$ cat src/rtl/seq_restoring_divider_if.sv
// seq_restoring_divider_if: operand/result handshake bundle for the restoring divider
interface seq_restoring_divider_if #(parameter int N = 4);
  logic           in_valid;
  logic           in_ready;
  logic [2*N-1:0] dividend;
  logic [N-1:0]   divisor;
  logic           out_valid;
  logic           out_ready;
  logic [N-1:0]   quotient;
  logic [N-1:0]   remainder;
  logic           div_by_zero;
  logic           overflow;
  modport master (
    output in_valid, dividend, divisor, out_ready,
    input  in_ready, out_valid, quotient, remainder, div_by_zero, overflow
  );
  modport slave (
    input  in_valid, dividend, divisor, out_ready,
    output in_ready, out_valid, quotient, remainder, div_by_zero, overflow
  );
endinterface

$ cat src/rtl/seq_restoring_divider.sv
// seq_restoring_divider: radix-2 restoring divider, 2N/N -> N quotient and N remainder, one bit per cycle
module seq_restoring_divider #(
  parameter int N = 4
) (
  input logic                   clk,
  input logic                   rst,
  seq_restoring_divider_if.slave bus
);
  typedef enum logic [1:0] {IDLE, CHECK, ITER, DONE} state_t;
  localparam int CW = (N > 2) ? $clog2(N) : 1;
  state_t         state_q;
  logic [2*N-1:0] d_q;
  logic [N-1:0]   v_q;
  logic [N-1:0]   r_q;
  logic [N-1:0]   q_q;
  logic [CW-1:0]  cnt_q;
  logic           in_ready_q;
  logic           out_valid_q;
  logic [N-1:0]   quo_q;
  logic [N-1:0]   rem_q;
  logic           dbz_q;
  logic           ovf_q;
  logic [N:0]     t_d;
  logic           ge_d;
  logic [N-1:0]   r_d;
  logic [N-1:0]   q_d;
  logic [N-1:0]   hi_d;
  assign hi_d = d_q[2*N-1:N];
  // r_q < v_q always holds, so its top bit is implicitly zero and need not be stored
  always_comb begin
    t_d  = {r_q, d_q[cnt_q]};
    ge_d = t_d >= {1'b0, v_q};
    r_d  = ge_d ? N'(t_d - {1'b0, v_q}) : t_d[N-1:0];
    q_d  = q_q | (N'(ge_d) << cnt_q);
  end
  always_ff @(posedge clk or posedge rst) begin
    if (rst) begin
      state_q     <= IDLE;
      d_q         <= '0;
      v_q         <= '0;
      r_q         <= '0;
      q_q         <= '0;
      cnt_q       <= '0;
      in_ready_q  <= 1'b1;
      out_valid_q <= 1'b0;
      quo_q       <= '0;
      rem_q       <= '0;
      dbz_q       <= 1'b0;
      ovf_q       <= 1'b0;
    end else begin
      case (state_q)
        IDLE: if (bus.in_valid) begin
          d_q        <= bus.dividend;
          v_q        <= bus.divisor;
          in_ready_q <= 1'b0;
          state_q    <= CHECK;
        end
        CHECK: begin
          dbz_q <= v_q == '0;
          ovf_q <= v_q != '0 && hi_d >= v_q;
          if (v_q == '0) begin
            quo_q   <= '1;
            rem_q   <= d_q[N-1:0];
            state_q <= DONE;
          end else if (hi_d >= v_q) begin
            quo_q   <= '1;
            rem_q   <= '0;
            state_q <= DONE;
          end else begin
            r_q     <= hi_d;
            q_q     <= '0;
            cnt_q   <= CW'(N - 1);
            state_q <= ITER;
          end
        end
        ITER: begin
          r_q <= r_d;
          q_q <= q_d;
          if (cnt_q == '0) begin
            quo_q   <= q_d;
            rem_q   <= r_d;
            state_q <= DONE;
          end else begin
            cnt_q <= cnt_q - 1'b1;
          end
        end
        DONE: if (!out_valid_q) begin
          out_valid_q <= 1'b1;
        end else if (bus.out_ready) begin
          out_valid_q <= 1'b0;
          in_ready_q  <= 1'b1;
          state_q     <= IDLE;
        end
        default: state_q <= IDLE;
      endcase
    end
  end
  assign bus.in_ready    = in_ready_q;
  assign bus.out_valid   = out_valid_q;
  assign bus.quotient    = quo_q;
  assign bus.remainder   = rem_q;
  assign bus.div_by_zero = dbz_q;
  assign bus.overflow    = ovf_q;
endmodule

$ cat src/flat_wrapper.sv
// flat-port wrapper written by rule: the top's interface ports become plain ports
module seq_restoring_divider_flat 
#(
  parameter int N = 4
)
  (clk, rst, bus_in_valid, bus_dividend, bus_divisor, bus_out_ready, bus_in_ready, bus_out_valid, bus_quotient, bus_remainder, bus_div_by_zero, bus_overflow);
  seq_restoring_divider_if #(.N(N)) bus_i ();
  input logic clk;
  input logic rst;
  input wire logic [$bits(bus_i.in_valid)-1:0] bus_in_valid;
  input wire logic [$bits(bus_i.dividend)-1:0] bus_dividend;
  input wire logic [$bits(bus_i.divisor)-1:0] bus_divisor;
  input wire logic [$bits(bus_i.out_ready)-1:0] bus_out_ready;
  output wire logic [$bits(bus_i.in_ready)-1:0] bus_in_ready;
  output wire logic [$bits(bus_i.out_valid)-1:0] bus_out_valid;
  output wire logic [$bits(bus_i.quotient)-1:0] bus_quotient;
  output wire logic [$bits(bus_i.remainder)-1:0] bus_remainder;
  output wire logic [$bits(bus_i.div_by_zero)-1:0] bus_div_by_zero;
  output wire logic [$bits(bus_i.overflow)-1:0] bus_overflow;
  assign bus_i.in_valid = bus_in_valid;
  assign bus_i.dividend = bus_dividend;
  assign bus_i.divisor = bus_divisor;
  assign bus_i.out_ready = bus_out_ready;
  assign bus_in_ready = bus_i.in_ready;
  assign bus_out_valid = bus_i.out_valid;
  assign bus_quotient = bus_i.quotient;
  assign bus_remainder = bus_i.remainder;
  assign bus_div_by_zero = bus_i.div_by_zero;
  assign bus_overflow = bus_i.overflow;
  seq_restoring_divider #(.N(N)) u_core (.clk(clk), .rst(rst), .bus(bus_i));
endmodule
$ cat config.mk
export PLATFORM = sky130hd
export DESIGN_NAME = seq_restoring_divider_flat
export DESIGN_NICKNAME = d
export VERILOG_FILES = /design/src/rtl/seq_restoring_divider_if.sv /design/src/rtl/seq_restoring_divider.sv /design/src/flat_wrapper.sv
export SDC_FILE = /design/constraint.sdc
export NUM_CORES = 1
export LEC_CHECK = 0
export ABC_AREA = 1
export CAP_MARGIN = 15
export CORE_MARGIN = 2
export CORE_UTILIZATION = 45
export CTS_CLUSTER_DIAMETER = 40
export DETAILED_ROUTE_END_ITERATION = 6
export PLACE_DENSITY = 0.64
export SYNTH_ARGS = -nofsm -noshare
export SYNTH_HDL_FRONTEND = slang
export SYNTH_SLANG_ARGS = --single-unit
export TNS_END_PERCENT = 20
$ cat constraint.sdc
create_clock -name clk -period 2.15 [get_ports clk]
set_input_delay 0.3225 -clock clk [delete_from_list [all_inputs] [get_ports clk]]
set_output_delay 0.3225 -clock clk [all_outputs]
set_load 0.05 [all_outputs]
==> After elaboration in Yosys (flattened, before gate mapping) <==
Index checks and enable logic that the tools add are counted.
{ "word_totals": {"out_inout_bits": 12, "input_bits": 16, "elab_cells": 77, "regBits": 36} }
{ "op_classes": {"shifts": 1, "n_reduce_logical": 13, "add_sub_neg": 2, "bitwise_logic": 1, "n_lt_le_gt_ge": 3, "n_eq_ne": 11, "mux": 34} }
{ "ops": {"columns": ["cell", "count"], "rows": [
  ["$mux 4", 11],
  ["$pmux 4 s2", 4],
  ["$mux 2", 8],
  ["$reduce_and 4->1", 3],
  ["$ne 2x2->1 const B", 5],
  ["$pmux 2 s4", 1],
  ["$mux 1", 7],
  ["$reduce_and 3->1", 2],
  ["$ge 5x4->1", 1],
  ["$eq 2x2->1 const B", 2],
  ["$ge 4x4->1", 1],
  ["$logic_not 2->1", 2],
  ["$logic_not 4->1", 1],
  ["$lt 2x4->1 const B", 1],
  ["$ne 2x1->1 const B", 2],
  ["$or 4x4->4", 1],
  ["$pmux 2 s2", 1],
  ["$reduce_bool 2->1", 2],
  ["$reduce_bool 4->1", 1],
  ["$shl 1x2->4", 1],
  ["$sub 4x4->4", 1],
  ["$ne 3x1->1 const B", 1],
  ["$bmux 1 s2", 1],
  ["$eq 2x1->1 const B", 1],
  ["other kinds (4)", 4]
]} }

==> Logic depth before layout (Yosys ltp) <==
{ "logic_depth": {"ltp_word": 7, "depth_mapped": 16, "depth_no_buf": 16} }

==> Worst setup path before layout <==
Ideal clock, no wire load.
{ "synth_timing": {"kind": "register to register", "startpoint": "register u_core.cnt_q[0]", "endpoint": "register u_core.r_q[2]", "synth_period_minus_slack_ns": 1.763, "setup_time_ns": 0.117, "path_slack_ns": 0.387, "required_time_ns": 2.033, "stages_incl_launch_ff": 14, "n_path_buf": 0, "t_arrival_ns": 1.647, "cell_sequence": "dfrtp_1 -> inv_2 -> nand2_1 -> nand3_1 -> nand2_1 -> ha_1 -> inv_1 -> fa_1 -> xnor2_1 -> nand2_1 -> nand3_1 -> nand2_1 -> nand2_1 -> nand2_1"} }
{ "synth_between": {"elab_chain_len": 5, "elab_cells_between_ends": 6, "classes_between": "add/sub: 1; order compare: 1; mux: 4"} }
{ "synth_rtl": {"columns": ["element", "line", "source"], "rows": [
  ["start, declared", "seq_restoring_divider.sv:16", "logic [CW-1:0] cnt_q;"],
  ["start signal, assigned", "seq_restoring_divider.sv:72", "cnt_q <= CW'(N - 1);"],
  ["start signal, assigned", "seq_restoring_divider.sv:84", "cnt_q <= cnt_q - 1'b1;"],
  ["$bmux 1 s2 *", "seq_restoring_divider.sv:31", "t_d = {r_q, d_q[cnt_q]};"],
  ["$mux 1 (not written as such) *", "seq_restoring_divider.sv:31", null],
  ["$sub 4x4->4 / $ge 5x4->1 (equally long branches)", "seq_restoring_divider.sv:33, seq_restoring_divider.sv:32", null],
  ["$mux 4 *", "seq_restoring_divider.sv:33", "r_d = ge_d ? N'(t_d - {1'b0, v_q}) : t_d[N-1:0];"],
  ["$pmux 4 s2 *", "seq_restoring_divider.sv:51", "case (state_q)"],
  ["end signal, assigned", "seq_restoring_divider.sv:70", "r_q <= hi_d;"],
  ["end signal, assigned", "seq_restoring_divider.sv:77", "r_q <= r_d;"],
  ["end, declared", "seq_restoring_divider.sv:14", "logic [N-1:0] r_q;"]
]} }
Every way passes the cells marked *; elsewhere a longest branch is shown, timed or not. The select of a mux whose other input is x is not followed.
A chain may end at the register's enable or synchronous reset.

==> Worst setup path in the final report <==
{ "layout_timing": {"startpoint": "register u_core.cnt_q[1]", "endpoint": "register u_core.r_q[2]"} }
Same word-level chain as after synthesis.

==> results.sh <==
export IMPL_status="complete, no violations"
export IMPL_place_area_um2=2440
export IMPL_drive_above_1_share_pct=12.1
export IMPL_n_fill_cell=437
export IMPL_grt_busiest_layer="met2"
export IMPL_setup_viol_count_final=0
export IMPL_grt_usage_pct=18.5
export IMPL_setup_worst_path_start="u_core.cnt_q[1]$_DFFE_PP0P_"
export IMPL_wirelength_um=4260
export IMPL_ant_nets=0
export IMPL_worstPathArrival_ns=2.13
export IMPL_initial_core_util_pct=47.3
export IMPL_crit_chain="inv_1, nand3_1, nand2_1, ha_1, inv_1, fa_1, xnor2_1, nand2_1, nand3_1, nand2_1, nand2_1, nand2_1"
export IMPL_drt_pass1_iter_count=4
export IMPL_cts_setup_buffers=0
export IMPL_synth_edf_count=0
export IMPL_vias_per_cell=4.91
export IMPL_grt_first_pass_wirelength_um=7400
export IMPL_clkSinkCount=36
export IMPL_cp_depth=12
export IMPL_hold_buffers=0
export IMPL_slowest_delay_ns=0.42
export IMPL_areaGrowthSynthToFinish_pct=21.5
export IMPL_layout_worst_path_cycle_share_pct=90.8
export IMPL_coreArea_um2=4410
export IMPL_finalInstanceArea_um2=2540
export IMPL_r2r_start="u_core.cnt_q[1]$_DFFE_PP0P_"
export IMPL_num_vias=1719
export IMPL_grt_use_met2_pct=29.1
export IMPL_port_buffers=27
export IMPL_r2r_cells=12
export IMPL_routedWlPerCell_um=12.2
export IMPL_syn_area_um2=2090
export IMPL_fmax_mhz=512
export IMPL_use_met3_pct=4.03
export IMPL_dieArea_um2=5200
export IMPL_yosys_register_bits=36
export IMPL_ys_async_sr_fraction_pct=100
export IMPL_synth_top_flop_cell="dfrtp_1"
export IMPL_worstPathRequired_ns=2.33
export IMPL_crit_path_top_delay_cell="dfrtp_1"
export IMPL_tns_ns=0
export IMPL_seqCellArea_um2=902
export IMPL_syn_num_nets=293
export IMPL_crit_top_cell="nand2_1"
export IMPL_first_global_vias=1640
export IMPL_ys_seq_area_share_pct=43.2
export IMPL_synth_cell_types=31
export IMPL_dp_hpwl_um=3310
export IMPL_die_w_um=72.1
export IMPL_max_slew_margin_rel_pct=66.7
export IMPL_netlist_instances=263
export IMPL_cts_path_max_buffers=2
export IMPL_syn_avg_cell_area_um2=7.94
export IMPL_ctsResizeCount=0
export IMPL_worst_setup_path_type="flip-flop to flip-flop"
export IMPL_worstMarginPinSlew_ns=0.498
export IMPL_rsz0062_at_grt="no"
export IMPL_multiInputGateArea_um2=1030
export IMPL_drc=0
export IMPL_drv_cap=0
export IMPL_crit_path_max_fanout=5
export IMPL_grt_ovfl_total=0
export IMPL_clock_latency_ns=0.29
export IMPL_min_path_type="input port to async pin"
export IMPL_root_buffer="clkbuf_8"
export IMPL_finalCriticalPeriod_ns=1.95
export IMPL_final_nets=328
export IMPL_synth_warnings=0
export IMPL_place_gp_congestion=0.834
export IMPL_num_io_pins=28
export IMPL_cp_top_family="adder cells"
export IMPL_drt_initial_drc_count=100
export IMPL_cts_tree="yes"
export IMPL_grt_met1_usage_pct=25.9
export IMPL_hold_viol=0
export IMPL_grt_max_degree=37
export IMPL_antennaDiodeCount=0
export IMPL_path_clk_slew_ns=0.07
export IMPL_dieHeight_um=72.1
export IMPL_numCtsBuffers=5
export IMPL_drv_slew=0
export IMPL_start_kind="flip-flop"
export IMPL_finClkSkew_ns=0.00390
export IMPL_num_rows=24
export IMPL_final_util_pct=57.5
export IMPL_cp_buffers_inverters=2
export IMPL_setup_worst_path_end_class="flip-flop"
export IMPL_h_tree_depth=2
export IMPL_antenna_found_initial=0
-- layout by cell type, fill, tap and decap left out, types with 4 or more instances in the layout --
master and instances:
nand3_1 22, clkbuf_8 7, nand2_1 71, inv_2 6, inv_1 30, buf_4 4, ha_1 13, mux2_2 4
nor2_1 29, o21ai_1 4, dfrtp_1 35, clkdlybuf4s50_1 27, a21oi_1 20
-- state kept, by name (all words and copies together), names as in the netlist, 2 cells and up --
signal                flops
u_core.bus.quotient       4
u_core.state_q            2
u_core.d_q                8
u_core.cnt_q              2
u_core.bus.remainder      4
u_core.q_q                4
u_core.r_q                4
u_core.v_q                4
-- kinds of logic (layout without fill, tap and decap cells) --
family                   after synthesis  in the layout  synth area share, %
AND/OR/NAND/NOR                      134            134                 28.5
buffers and inverters                 40             75                 7.25
flip-flops                            36             36                 43.2
AO/OA/AOI/OAI                         33             33                 9.23
adder cells (fa/ha/maj)               14             14                 8.75
multiplexers                           5              5                 2.64
XOR/XNOR                               1              1                0.420
-- worst reg2reg max path, cell delays in order (launching register included) --
cell and delay [ns]:
dfrtp_1 0.42, inv_1 0.14, nand3_1 0.09, nand2_1 0.10
ha_1 0.18, inv_1 0.07, fa_1 0.37, xnor2_1 0.16
nand2_1 0.07, nand3_1 0.09, nand2_1 0.06, nand2_1 0.05
nand2_1 0.04
-- synthesized netlist by cell type (2+ instances only) --
| master | n | area share, % |
|---|---|---|
| nand3_1 | 22 | 5.3 |
| nand2_2 | 3 | 0.90 |
| a21oi_1 | 20 | 4.8 |
| nand2_1 | 71 | 13 |
| nor2_1 | 29 | 5.2 |
| inv_1 | 30 | 5.4 |
| ha_1 | 13 | 7.8 |
| nand3_2 | 2 | 0.96 |
| mux2_2 | 4 | 2.2 |
| nand2_4 | 2 | 1.1 |
| dfrtp_1 | 35 | 42 |
| a21oi_2 | 2 | 0.84 |
| inv_2 | 6 | 1.1 |
| nor2_2 | 2 | 0.60 |
| o21ai_0 | 3 | 0.72 |
| o21ai_1 | 4 | 0.96 |
-- cell type report --
type / count / area share [%]
multi-input combinational: 187 / 40.7
sequential: 36 / 35.6
timing repair buffer: 31 / 11.8
inverter: 37 / 5.48
clock buffer: 7 / 3.80
tap: 52 / 2.57
-- per-stage QoR --
step / setup WS [ns] / hold slack (ns) / std cells
finish: 0.199 / 0.428 / 350
global route: 0.0506 / 0.491 / 350
CTS: 0.197 / 0.454 / 350
detailed placement: 0.215 / 0.466 / 343
global placement: 0.290 / 0.465 / 343
floorplan: 0.387 / 0.449 / 263
-- final timing paths --
path	to	slack, ns
worst min register to register	u_core.bus.div_by_zero$_DFFE_PP0P_	0.48
worst max-delay path	u_core.r_q[2]$_DFFE_PP0P_	0.20
worst max register to register	u_core.r_q[2]$_DFFE_PP0P_	0.20
max in group asynchronous	u_core.bus.in_ready$_DFFE_PP1P_	1.36
min in group clk	u_core.bus.div_by_zero$_DFFE_PP0P_	0.48
worst min-delay path	u_core.q_q[2]$_DFFE_PP0P_	0.43
-- per-layer routing --
metal  wire (um)  vias to the layer above
met2        1880                       34
met1        2150                      777
met5           0                        -
li1            -                      902
met4          54                        0
met3         177                        6
Power is left out: the tool's default activity adds up to more than one toggle a clock period on the data nets, which glitch-free logic cannot reach.
